File: src/rtl/reg_file_sb.sv
// reg_file_sb: general-purpose register file with a configurable number of
// combinational read ports, a per-register busy scoreboard for issue-stage
// hazard detection, and HI/LO special registers with write-through forwarding.
// Register 0 reads as zero and can never be written or reserved.
module reg_file_sb #(
  parameter int DATA_W   = 32,
  parameter int ADDR_W   = 5,
  parameter int RD_PORTS = 2
) (
  input  logic                         clk,
  input  logic                         rst,
  // Read ports (issue stage)
  input  logic [RD_PORTS-1:0]          rd_en,
  input  logic [RD_PORTS*ADDR_W-1:0]   rd_addr,
  output logic [RD_PORTS*DATA_W-1:0]   rd_data,
  output logic [RD_PORTS-1:0]          rd_busy,
  // Writeback port
  input  logic                         wr_en,
  input  logic [ADDR_W-1:0]            wr_addr,
  input  logic [DATA_W-1:0]            wr_data,
  // Destination reservation (issue of a producing instruction)
  input  logic                         rsv_en,
  input  logic [ADDR_W-1:0]            rsv_addr,
  // HI/LO special registers
  input  logic                         hilo_we,
  input  logic [DATA_W-1:0]            hi_wdata,
  input  logic [DATA_W-1:0]            lo_wdata,
  output logic [DATA_W-1:0]            hi_data,
  output logic [DATA_W-1:0]            lo_data,
  // Scoreboard occupancy
  output logic [ADDR_W:0]              busy_cnt
);

  localparam int DEPTH = 1 << ADDR_W;

  // ---------------------------------------------------------------------------
  // State
  // ---------------------------------------------------------------------------
  logic [DATA_W-1:0] regs_q [DEPTH];
  logic [DEPTH-1:0]  busy_q;
  logic [DEPTH-1:0]  busy_d;
  logic [DATA_W-1:0] hi_q;
  logic [DATA_W-1:0] lo_q;
  logic [ADDR_W:0]   busy_pop;

  // Address 0 is architecturally constant, so writes and reservations to it
  // are dropped before they reach any state.
  logic wr_fire;
  logic rsv_fire;

  assign wr_fire  = wr_en  && (wr_addr  != '0);
  assign rsv_fire = rsv_en && (rsv_addr != '0);

  // ---------------------------------------------------------------------------
  // Register array: writeback updates one entry per edge
  // ---------------------------------------------------------------------------
  // NOTE: the array is cleared on reset because reads must return 0 after a
  // reset even for registers never written since; this costs a reset net on
  // every flop, so it is a deliberate choice and not a default.
  always_ff @(posedge clk or posedge rst) begin
    if (rst) begin
      for (int i = 0; i < DEPTH; i++) begin
        regs_q[i] <= '0;
      end
    end else if (wr_fire) begin
      // NOTE: state is always updated with <= so every flop samples the
      // pre-edge values; = here would create ordering-dependent races.
      regs_q[wr_addr] <= wr_data;
    end
  end

  // ---------------------------------------------------------------------------
  // Scoreboard next state: writeback clears, reservation sets, set wins
  // ---------------------------------------------------------------------------
  // NOTE: busy_d is given its full default before any conditional update, so
  // no path leaves it unassigned and no latch is inferred.
  always_comb begin
    busy_d = busy_q;
    if (wr_fire) begin
      busy_d[wr_addr] = 1'b0;
    end
    // Applied after the clear: on a same-edge write and reservation of one
    // register the new producer keeps it busy.
    if (rsv_fire) begin
      busy_d[rsv_addr] = 1'b1;
    end
    busy_d[0] = 1'b0;
  end

  // Scoreboard register
  always_ff @(posedge clk or posedge rst) begin
    if (rst) begin
      busy_q <= '0;
    end else begin
      busy_q <= busy_d;
    end
  end

  // ---------------------------------------------------------------------------
  // HI/LO registers: both written together
  // ---------------------------------------------------------------------------
  always_ff @(posedge clk or posedge rst) begin
    if (rst) begin
      hi_q <= '0;
      lo_q <= '0;
    end else if (hilo_we) begin
      hi_q <= hi_wdata;
      lo_q <= lo_wdata;
    end
  end

  // Forward the incoming HI/LO values in the cycle they are written.
  assign hi_data = rst ? '0 : (hilo_we ? hi_wdata : hi_q);
  assign lo_data = rst ? '0 : (hilo_we ? lo_wdata : lo_q);

  // ---------------------------------------------------------------------------
  // Busy population count, taken from the stored scoreboard only
  // ---------------------------------------------------------------------------
  always_comb begin
    busy_pop = '0;
    for (int i = 0; i < DEPTH; i++) begin
      busy_pop = busy_pop + {{ADDR_W{1'b0}}, busy_q[i]};
    end
  end

  // Register 0 is never busy, so the count tops out at DEPTH-1 and fits.
  assign busy_cnt = rst ? '0 : busy_pop;

  // ---------------------------------------------------------------------------
  // Read ports: fully independent, each with its own writeback bypass
  // ---------------------------------------------------------------------------
  for (genvar g = 0; g < RD_PORTS; g++) begin : g_rd
    logic [ADDR_W-1:0] addr;
    logic              live;
    logic              wr_hit;

    assign addr   = rd_addr[g*ADDR_W +: ADDR_W];
    // A port produces data only outside reset, when enabled, and not for r0.
    assign live   = !rst && rd_en[g] && (addr != '0);
    // Same-cycle writeback to the read address: forward it and treat the
    // hazard as resolved. wr_addr == addr with addr != 0 implies wr_fire.
    assign wr_hit = wr_en && (wr_addr == addr);

    assign rd_data[g*DATA_W +: DATA_W] = !live  ? '0      :
                                         wr_hit ? wr_data :
                                                  regs_q[addr];

    // A same-cycle reservation is deliberately not visible here: busy only
    // shows from the cycle after the reserving edge.
    assign rd_busy[g] = live && busy_q[addr] && !wr_hit;
  end

endmodule

File: config.mk
export PLATFORM = sky130hd
export DESIGN_NAME = reg_file_sb
export DESIGN_NICKNAME = d
export VERILOG_FILES = /design/src/rtl/reg_file_sb.sv
export SDC_FILE = /design/constraint.sdc
export NUM_CORES = 2
export LEC_CHECK = 0
export CAP_MARGIN = 30
export CORE_AREA = 4 4 264 525
export DETAILED_ROUTE_END_ITERATION = 10
export DIE_AREA = 0 0 268 529
export DONT_BUFFER_PORTS = 1
export PLACE_DENSITY = 0.68
export SLEW_MARGIN = 25
export SYNTH_ARGS = -nofsm -noshare
export SYNTH_HDL_FRONTEND = slang
export SYNTH_SLANG_ARGS = --single-unit
File: constraint.sdc
create_clock -name clk -period 67.6 [get_ports clk]
set_input_delay 10.14 -clock clk [delete_from_list [all_inputs] [get_ports clk]]
set_output_delay 10.14 -clock clk [all_outputs]
set_load 0.01 [all_outputs]
==> run metrics <==
vias after detailed routing=roughly 38000; effective utilization at floorplan=around 45%; syn_nets=4273; die extent in y=529 µm; maximum frequency from static timing analysis=between 40 and 50 MHz; internal power contribution=1.476 mW; worst-path fanout max=between 200 and 300; kind of critical path=input port to output pin; fraction of the cycle the final worst path needs=between 30% and 40%; Remaining DRCs=0; cell taking the most area after synthesis=sky130_fd_sc_hd__dfrtp_1; cell area power density=33.13 nW/µm²; clock network fraction of design power=between 20% and 30%; overall routed net length=183000 µm; sequential element share of the synthesized area=46.53%; Synth Instances=4120; # nets final=3997; startpoint kind of the worst setup timing path=input port; number of global-route vias before repair=39383; portion of total power attributed to sequential cells=41.2%; hold buffer count at CTS=0; first-pass detailed-route iteration total=6; number of clock sinks=between 1000 and 1500; HPWL Detailed=~110000 µm; number of ports placed on the die boundary=roughly 260; per-cell via count in the routed design=6.727; Core Region=134800 µm²; number of port buffers=0; max-cap check violation count=0; Filler cells=11461; required time at the worst-slack endpoint=57460 ps; number of CTS-inserted buffers=104; mean area per synthesized cell=14.61 µm²; most used flip-flop cell after synthesis=sky130_fd_sc_hd__dfrtp_1; Finished Cell Area=64900 µm²; Clock H-tree levels=3; tightest slew margin relative to the limit=11.52%; Critical Path AT=roughly 13000 ps; Area after DPL=61030 µm²; Sum Neg Setup Slack=0 ps; clock skew after layout=0 ps; Site Rows=roughly 190; P&R area growth vs syn=7.825%; CTS tree=done; wire length of the first global-routing pass=270600 µm; Root Buffer=sky130_fd_sc_hd__clkbuf_16; number of antenna-violating nets in the routed design=0; Post-synth EDFFs=0; outcome=complete, no violations; setup repair after global routing missed its margin=no; Leakage Power=27.85 nW; share of the synthesized area in the top cell type=a little under half; combinational share of power=between 20% and 30%; wire length per cell after detailed routing=32.26 µm; global route overflow=0; VDD IR-drop max=96.09 µV; distinct cell type count of the synthesized netlist=58; share of layout cells above drive strength 1=40.01%; number of failing hold endpoints at the final stage=0; Hold Path Cell Cnt=0; final weighted congestion of routability-driven global placement=0.8780; 1st-iter DRT viols=3920; worst-case hold path end point=regs_q[1009]; critical path endpoint category=output pin; final setup violation count=0; share of synthesized registers carrying an async set or reset=100.0%; Syn. warnings=0; initial antenna violation count=6; clock insertion delay at the later pin of the skew report=about 700 ps; Die Outline Area=141800 µm²; P_sw=0.6740 mW; most used cells in the layout excluding fill and tap cells=sky130_fd_sc_hd__dfrtp_1 (1119), sky130_fd_sc_hd__mux2_2 (815), sky130_fd_sc_hd__mux4_2 (459); flop2flop setup slack=66760 ps; Post CTS Setup Buffer Count=0; cell area after technology mapping=approximately 60000 µm²; number of slew-limit violations in the final report=0; register clock-pin slew on the reported worst setup and hold paths=70 ps; depth of the worst register-to-register path=1; maximum number of buffers from clock root to sink=3; maximum number of pins on one net before global-route repair=between 300 and 400; Tightest Hold Check Type=register to register; Synth Register Bits=1119; reg2reg end=regs_q[455]; most common cell after layout, fill and taps aside=sky130_fd_sc_hd__dfrtp_1; hold path startpoint=regs_q[1009]; Switching Share=31.35%; transition at the pin with the smallest max-transition slack=1327 ps; leading post-synthesis cells by cell area=sky130_fd_sc_hd__dfrtp_1 (47%), sky130_fd_sc_hd__mux4_2 (17%), sky130_fd_sc_hd__mux2_2 (15%), sky130_fd_sc_hd__mux2_1 (4.6%), sky130_fd_sc_hd__mux2i_1 (3.3%); time the final worst path needs with I/O delays and setup=around 23000 ps; GRT Resource Usage Total=25.59%; x dimension of the die=268 µm; CTS-repair resized insts=0; Worst R2R Start=regs_q[455]
-- metrics by stage --
step           instances  power, mW  worst slack [ps]  hold slack (ps)  util [%]
2_1_floorplan       4120      1.350             12000            438.3         -
3_5_place_dp        5468      1.508             44970            387.0     45.28
5_1_grt             5670      2.251             44730            414.9     48.14
4_1_cts             5662      2.146             44960            398.4     48.02
3_3_place_gp        5463      1.481             44800            375.3     45.18
6_report            5672      2.150             44270            403.0     48.15
-- synth_stat cells, drive strengths merged, types with 2 or more instances --
cell type	instances
mux2i	197
nand4	2
and2	67
a21oi	68
o21ai	17
nand3	8
xor2	3
ha	7
a21o	2
a211oi	62
nor3b	9
nand3b	7
nand2	68
nor3	8
and3	3
mux4	459
nand2b	4
xnor2	10
clkbuf	230
o22ai	45
or3	2
o32ai	2
a32o	3
fa	23
a221oi	65
nor2b	43
inv	61
mux2	1060
a221o	32
buf	227
nor2	30
o21bai	31
dfrtp	1119
o311ai	2
a22oi	93
a22o	36
a311oi	2
a2111oi	4
or2	2
-- area by class of cell --
type                    count  area, µm²  area share, %
multi-input cells        2483      30020          46.25
inverters                  61      236.5         0.3644
clock inverters            47      694.4          1.070
clock buffers             147       2995          4.616
flip-flops and latches   1119      28000          43.15
repair buffers             75      772.0          1.190
well taps                1737       2173          3.349
diodes                      3      7.507        0.01157
-- power groups by stage --
stage	clock network [mW]	registers, mW	logic (mW)
3_3_place_gp	0	0.880	0.601
6_report	0.637	0.885	0.628
3_5_place_dp	0	0.894	0.615
4_1_cts	0.648	0.881	0.617
2_1_floorplan	0	0.867	0.483
5_1_grt	0.674	0.899	0.679
-- worst max-delay path by stage --
| stage | to | start | cells past startpoint | slack [ps] |
|---|---|---|---|---|
| floorplan | lo_data[22] | rst | 4 | 12000 |
| finish | rd_data[4] | rd_addr[0] | 5 | 44270 |
| global route | rd_data[3] | rd_addr[0] | 5 | 44730 |
| detailed placement | rd_data[4] | rd_addr[0] | 5 | 44970 |
| CTS | rd_data[4] | rd_addr[1] | 5 | 44960 |
| global placement | rd_data[36] | rd_addr[6] | 6 | 44800 |
-- per-layer routing --
metal	wire length (µm)	track usage [%]
met1	73080	34.82
met2	83910	38.81
met3	19360	8.346
met4	6592	8.905
met5	40	0
-- kinds of logic (layout without fill, tap and decap cells) --
family	Yosys count	in the layout	share of synthesized area, %
simple gates	254	254	2.274
xor+xnor	13	13	0.1892
other cells	0	3	0
flops	1119	1119	46.53
buf+inv	518	330	4.014
fa+ha+maj	30	30	0.9105
mux	1716	1716	40.28
compound gates	470	470	5.802
-- state kept, by name (all words and copies together) (netlist names) --
| register | cells |
|---|---|
| regs_q | 1024 |
| hi_q | 32 |
| lo_q | 32 |
| busy_q | 31 |
-- critical path: stages --
cell and delay, ps:
sky130_fd_sc_hd__xnor2_1 430, sky130_fd_sc_hd__nand4_1 260, sky130_fd_sc_hd__nor3b_4 810, sky130_fd_sc_hd__buf_4 560, sky130_fd_sc_hd__a22o_1 470
No activity file was read; power rests on OpenSTA's default activity.
